**config.mk**
```make
export PLATFORM = sky130hd
export DESIGN_NAME = uart_rx_param
export DESIGN_NICKNAME = d
export VERILOG_FILES = /design/src/rtl/uart_rx_param.sv
export SDC_FILE = /design/constraint.sdc
export NUM_CORES = 1
export LEC_CHECK = 0
export BUFFER_PORTS_ARGS = -buffer_cell sky130_fd_sc_hd__buf_4
export CAP_MARGIN = 10
export CORE_ASPECT_RATIO = 1.25
export CORE_MARGIN = 2
export CORE_UTILIZATION = 38
export CTS_CLUSTER_DIAMETER = 30
export CTS_CLUSTER_SIZE = 25
export DETAILED_ROUTE_END_ITERATION = 10
export SLEW_MARGIN = 25
export SYNTH_ARGS = -nofsm -noshare
export SYNTH_HDL_FRONTEND = slang
export SYNTH_SLANG_ARGS = --single-unit
```
**constraint.sdc**
```tcl
create_clock -name clk_i -period 2.7 [get_ports clk_i]
set_input_delay 0.27 -clock clk_i [delete_from_list [all_inputs] [get_ports clk_i]]
set_output_delay 0.27 -clock clk_i [all_outputs]
set_load 0.02 [all_outputs]
```
**src/rtl/uart_rx_param.sv**
```systemverilog
// Parametrised UART receiver: configurable data bits, parity and stop bits, valid/ready output with error flags.
// Optional UART_RX_SYNC_EN inserts a two-flop synchroniser on rx_i (all sample times shift by +2 cycles).
module uart_rx_param #(
   parameter int unsigned CLK_HZ    = 100_000_000,
   parameter int unsigned BIT_RATE  = 9600,
   parameter int unsigned DATA_BITS = 8,
   parameter int unsigned PARITY    = 0,
   parameter int unsigned STOP_BITS = 1
) (
   input  logic                 clk_i,
   input  logic                 nreset_i,
   input  logic                 rx_i,
   output logic [DATA_BITS-1:0] data_o,
   output logic                 valid_o,
   input  logic                 ready_i,
   output logic                 frame_err_o,
   output logic                 parity_err_o,
   output logic                 overrun_o,
   output logic                 busy_o
);

   localparam int unsigned CPB   = CLK_HZ / BIT_RATE;
   localparam int unsigned CNT_W = $clog2(CPB) + 1;
   localparam int unsigned BIT_W = (CNT_W > 4) ? CNT_W : 4;
   localparam bit          ODD   = (PARITY == 1);

   typedef enum logic [2:0] {IDLE, START, DATA, PAR, STOP} state_t;

   logic rx_s;

`ifdef UART_RX_SYNC_EN
   // Two-flop synchroniser; idle-high reset value avoids a false start after reset.
   logic [1:0] sync_q;

   always_ff @(posedge clk_i) begin
      if (!nreset_i) begin
         sync_q <= 2'b11;
      end else begin
         sync_q <= {sync_q[0], rx_i};
      end
   end

   assign rx_s = sync_q[1];
`else
   assign rx_s = rx_i;
`endif

   state_t               state_q, state_d;
   logic [CNT_W-1:0]     cnt_q, cnt_d;
   logic [BIT_W-1:0]     bit_q, bit_d;
   logic [DATA_BITS-1:0] shift_q, shift_d;
   logic                 ferr_q, ferr_d;
   logic                 perr_q, perr_d;
   logic [DATA_BITS-1:0] data_d;
   logic                 valid_d, fe_d, pe_d, ovr_d, busy_d;
   logic                 tick, done;

   assign tick = (cnt_q == CNT_W'(CPB - 1));

   // Next-state, shift/flag accumulation and output-register update
   always_comb begin
      state_d = state_q;
      cnt_d   = cnt_q + 1'b1;
      bit_d   = bit_q;
      shift_d = shift_q;
      ferr_d  = ferr_q;
      perr_d  = perr_q;
      data_d  = data_o;
      valid_d = valid_o & ~ready_i;
      fe_d    = frame_err_o;
      pe_d    = parity_err_o;
      ovr_d   = 1'b0;
      done    = 1'b0;

      case (state_q)
         IDLE: begin
            cnt_d = '0;
            if (!rx_s) begin
               state_d = START;
               ferr_d  = 1'b0;
               perr_d  = 1'b0;
            end
         end
         START: begin
            if (cnt_q == CNT_W'(CPB / 2 - 1)) begin
               cnt_d   = '0;
               bit_d   = '0;
               state_d = rx_s ? IDLE : DATA;
            end
         end
         DATA: begin
            if (tick) begin
               cnt_d   = '0;
               shift_d = {rx_s, shift_q[DATA_BITS-1:1]};
               if (bit_q == BIT_W'(DATA_BITS - 1)) begin
                  bit_d   = '0;
                  state_d = (PARITY != 0) ? PAR : STOP;
               end else begin
                  bit_d = bit_q + 1'b1;
               end
            end
         end
         PAR: begin
            if (tick) begin
               cnt_d   = '0;
               bit_d   = '0;
               perr_d  = (^shift_q) ^ rx_s ^ ODD;
               state_d = STOP;
            end
         end
         STOP: begin
            if (tick) begin
               cnt_d  = '0;
               ferr_d = ferr_q | ~rx_s;
               if (bit_q == BIT_W'(STOP_BITS - 1)) begin
                  state_d = IDLE;
                  done    = 1'b1;
               end else begin
                  bit_d = bit_q + 1'b1;
               end
            end
         end
         default: state_d = IDLE;
      endcase

      // Completed frame either loads the output slot or is dropped as an overrun
      if (done) begin
         if (!valid_o || ready_i) begin
            data_d  = shift_q;
            fe_d    = ferr_d;
            pe_d    = perr_q;
            valid_d = 1'b1;
         end else begin
            ovr_d = 1'b1;
         end
      end

      busy_d = (state_d != IDLE);
   end

   always_ff @(posedge clk_i) begin
      if (!nreset_i) begin
         state_q      <= IDLE;
         cnt_q        <= '0;
         bit_q        <= '0;
         shift_q      <= '0;
         ferr_q       <= 1'b0;
         perr_q       <= 1'b0;
         data_o       <= '1;
         valid_o      <= 1'b0;
         frame_err_o  <= 1'b0;
         parity_err_o <= 1'b0;
         overrun_o    <= 1'b0;
         busy_o       <= 1'b0;
      end else begin
         state_q      <= state_d;
         cnt_q        <= cnt_d;
         bit_q        <= bit_d;
         shift_q      <= shift_d;
         ferr_q       <= ferr_d;
         perr_q       <= perr_d;
         data_o       <= data_d;
         valid_o      <= valid_d;
         frame_err_o  <= fe_d;
         parity_err_o <= pe_d;
         overrun_o    <= ovr_d;
         busy_o       <= busy_d;
      end
   end

endmodule

```
==> metrics.md <==
| Metric | Value |
|---|---|
| Status | `completed` |
| Synth cell count leaders | `dfxtp_1 (56), nand2_1 (36), nor2_1 (30)` |
| Max_cap viols | `0` |
| Hold path depth | `3` |
| Reg2Reg Setup Slack | `0.21 ns` |
| Count leader, synth | `dfxtp_1` |
| Routed WL | `5000 um` |
| Pwr Total | `1.35 mW` |
| # resized after CTS | `0` |
| Initial antenna violation count | `0` |
| Share of the synthesized area in the top cell type | `42.3%` |
| Synth Area in Simple Gates | `29.4%` |
| Die Area | `7670 um2` |
| Hold_buf cts | `0` |
| CTS tree | `done` |
| Worst reg2reg endpoint | `bit_q[14]` |
| DIE HEIGHT | `97.4 um` |
| Clock power share | `35.1%` |
| First drt pass iteration count | `4` |
| Fin crit share | `92.2%` |
| WL per Instance | `12.5 um` |
| NetSw | `0.318 mW` |
| Worst reg-to-reg path cell count | `7` |
| Fmax | `402 MHz` |
| Syn_nets | `302` |
| Critical path arrival | `2.67 ns` |
| Worst path required time | `2.88 ns` |
| Row count | `34` |
| Pleak | `1.14 nW` |
| Register area share after synthesis | `42.3%` |
| Number of synthesized flops with an enable pin | `0` |
| Grt ovf | `0` |
| Area growth syn-to-layout | `10.9%` |
| Xor-xnor portion of the synthesized cell area | `10.2%` |
| Via count | `1996` |
| Adder-cell share of the synthesized area | `1.42%` |
| Largest net degree at the start of global routing | `29` |
| Post-synthesis compound-gate area fraction | `10.5%` |
| Reg2Reg Launch Point | `cnt_q[0]` |
| Ys flop type | `dfxtp_1` |
| Tightest Pin Transition | `0.638 ns` |
| Crit path max-delay family | `simple AND/OR/NAND/NOR gates` |
| Sw frac | `23.5%` |
| Fin crit period | `2.49 ns` |
| DR vias/cell | `4.98` |
| Flop pwr share | `61.7%` |
| Mapped cell area | `2650 um2` |
| DR DRC count | `0` |
| Synthesis-stage register bit count | `56` |
| Final ANT Viol Nets | `0` |
| Share of cells above drive strength 1 | `11.6%` |
| CP Max Fanout | `12` |
| Crit end category | `register` |
| Mean post-synth cell area | `8.99 um2` |
| Mux contribution to synthesized area | `3.02%` |
| # clock sinks | `56` |
| Hold WC Path Type | `input port to register` |
| Vias in the first global route | `1946` |
| Setup violators final | `0` |
| Cell count after synthesis | `295` |
| DP HPWL | `3640 um` |
| DIE WIDTH | `78.7 um` |
| Largest cells by area after synthesis | `dfxtp_1 (42%), xnor2_1 (7.9%), nand2_1 (5.1%), nor2_1 (4.2%), nor2b_1 (3.1%)` |
| Clock insertion delay at the later pin of the skew report | `0.31 ns` |
| Max-slew headroom | `57.1%` |
| Top cell type by total area after synthesis | `dfxtp_1` |
| DR iter-0 viols | `59` |
| CTS max path bufs | `2` |
| Largest family of logic cells by synthesized area | `simple AND/OR/NAND/NOR gates` |
| Fin. Hold Viols | `0` |
| CP cell instances | `ha_1 > nor3b_1 > nand4_2 > or4_4 > a211oi_2 > a31o_1 > a21oi_1` |
| First-pass GRT wire length | `8780 um` |
| Root Buffer | `clkbuf_8` |
| Worst path buffer plus inverter count | `0` |
| Startpoint types | `register` |
| Crit Path Category | `register to register` |
| P_int | `1.04 mW` |
| Synthesis Warnings | `0` |
| Total track usage | `14.2%` |
| Layout Utilization | `42.9%` |
| I/O pins | `17` |
| Final nets | `317` |
| ANT cells | `0` |
| H-Tree Depth | `2` |
| CP max stage delay | `0.56 ns` |
| Pwr Density | `460 nW/um2` |
| Final setup TNS | `0 ns` |
| Fin. max-slew vios | `0` |
| RD Place Congestion | `0.812` |
| Hold WS | `0.258 ns` |
| Gate power share | `3.2%` |
| Postcts setup bufs | `0` |
| Clock-pin slew on the worst setup and hold paths | `0.11 ns` |
| Clk_skew | `0.0129 ns` |
| Hold worst-path end | `shift_q[7]` |
| Initial Util | `38.7%` |
| Post-synth ARST share | `0%` |
| Synth cell types | `49` |
| RSZ-0062 raised after global routing | `false` |
| Num CTS Buffers | `5` |
| Slowest cell on the critical path | `or4_4` |
| Core area | `6850 um2` |
| Number of I/O port buffers | `16` |
| Min-delay src | `rx_i` |
| Peak supply drop | `0.357 mV` |
## power groups by stage
stage / clock (mW) / combinational (mW) / sequential [mW]
after detailed placement: 0 / 0.0438 / 0.854
after global routing: 0.530 / 0.0477 / 0.837
after floorplan: 0 / 0.0307 / 0.853
final: 0.476 / 0.0427 / 0.835
after global placement: 0 / 0.0437 / 0.854
after CTS: 0.504 / 0.0439 / 0.835
## registers in the layout (all words and copies together) (netlist names)
name          cells
bit_q            15
busy_o            1
cnt_q            15
data_o            8
ferr_q            1
frame_err_o       1
overrun_o         1
parity_err_o      1
perr_q            1
shift_q           8
state_q           3
valid_o           1
## worst min-delay path: stages
cell and delay [ns]:
buf_4 0.11, mux2i_1 0.07, nor2b_1 0.09
## cell families after synthesis
kind of cell / after synthesis
AOI/OAI and AO/OA: 34
xor gates and xnor gates: 31
adders and majority gates: 3
buffers and inverters: 19
DFF: 56
muxes: 8
and+or+nand+nor: 144
## routing by layer
metal	routed length, um	vias to the layer above	global-route usage, %	part of all wire [%]
met4	79	0	4.86	1.6
met3	88	6	2.51	1.8
met5	0	-	0	0
met1	2340	924	17.6	47
li1	-	1053	-	-
met2	2490	13	24.5	50
## worst max path at each step
stage             start   endpoint  slack (ns)  cells after the start
6_report       cnt_q[0]  bit_q[14]        0.21                      7
3_5_place_dp   cnt_q[0]  bit_q[14]        0.23                      7
5_1_grt        cnt_q[0]  bit_q[10]        0.01                      7
3_3_place_gp   cnt_q[0]  bit_q[14]        0.30                      7
4_1_cts        cnt_q[0]  bit_q[14]        0.20                      7
2_1_floorplan  cnt_q[0]   bit_q[8]        0.56                      8
## layout make-up
cell class,count,area [um2]
fill,686,3910
multi-input combinational,220,1450
sequential,56,1120
timing repair buffer,17,128
tap,90,113
clock buffer,5,68.8
inverter,10,37.5
clock inverter,3,25.0
## layout by cell type (no fill, tap or decap), drive strengths merged, types with 2 or more instances in the layout
| cell | n |
|---|---|
| dfxtp | 56 |
| nand2 | 36 |
| nor2 | 32 |
| xnor2 | 24 |
| buf | 17 |
| nand3 | 16 |
| a21oi | 13 |
| nor2b | 13 |
| inv | 12 |
| nand4 | 10 |
| and3 | 8 |
| mux2i | 8 |
| xor2 | 7 |
| clkbuf | 5 |
| nor4 | 4 |
| nor3 | 4 |
| and4 | 3 |
| nand2b | 3 |
| a31o | 3 |
| a21boi | 3 |
| ha | 3 |
| o211ai | 3 |
| or3 | 2 |
| and4bb | 2 |
| nor3b | 2 |
| and2 | 2 |
| o21a | 2 |
| nand3b | 2 |
| a211oi | 2 |
| or4 | 2 |
| a2111oi | 2 |
## metrics by stage
stage,instances,area [um2],setup WS [ns]
finish,401,2940,0.211
global route,401,2940,0.0149
CTS,401,2940,0.196
detailed placement,393,2850,0.231
global placement,393,2850,0.302
floorplan,295,2650,0.559
(Power assumes the default switching activity.)
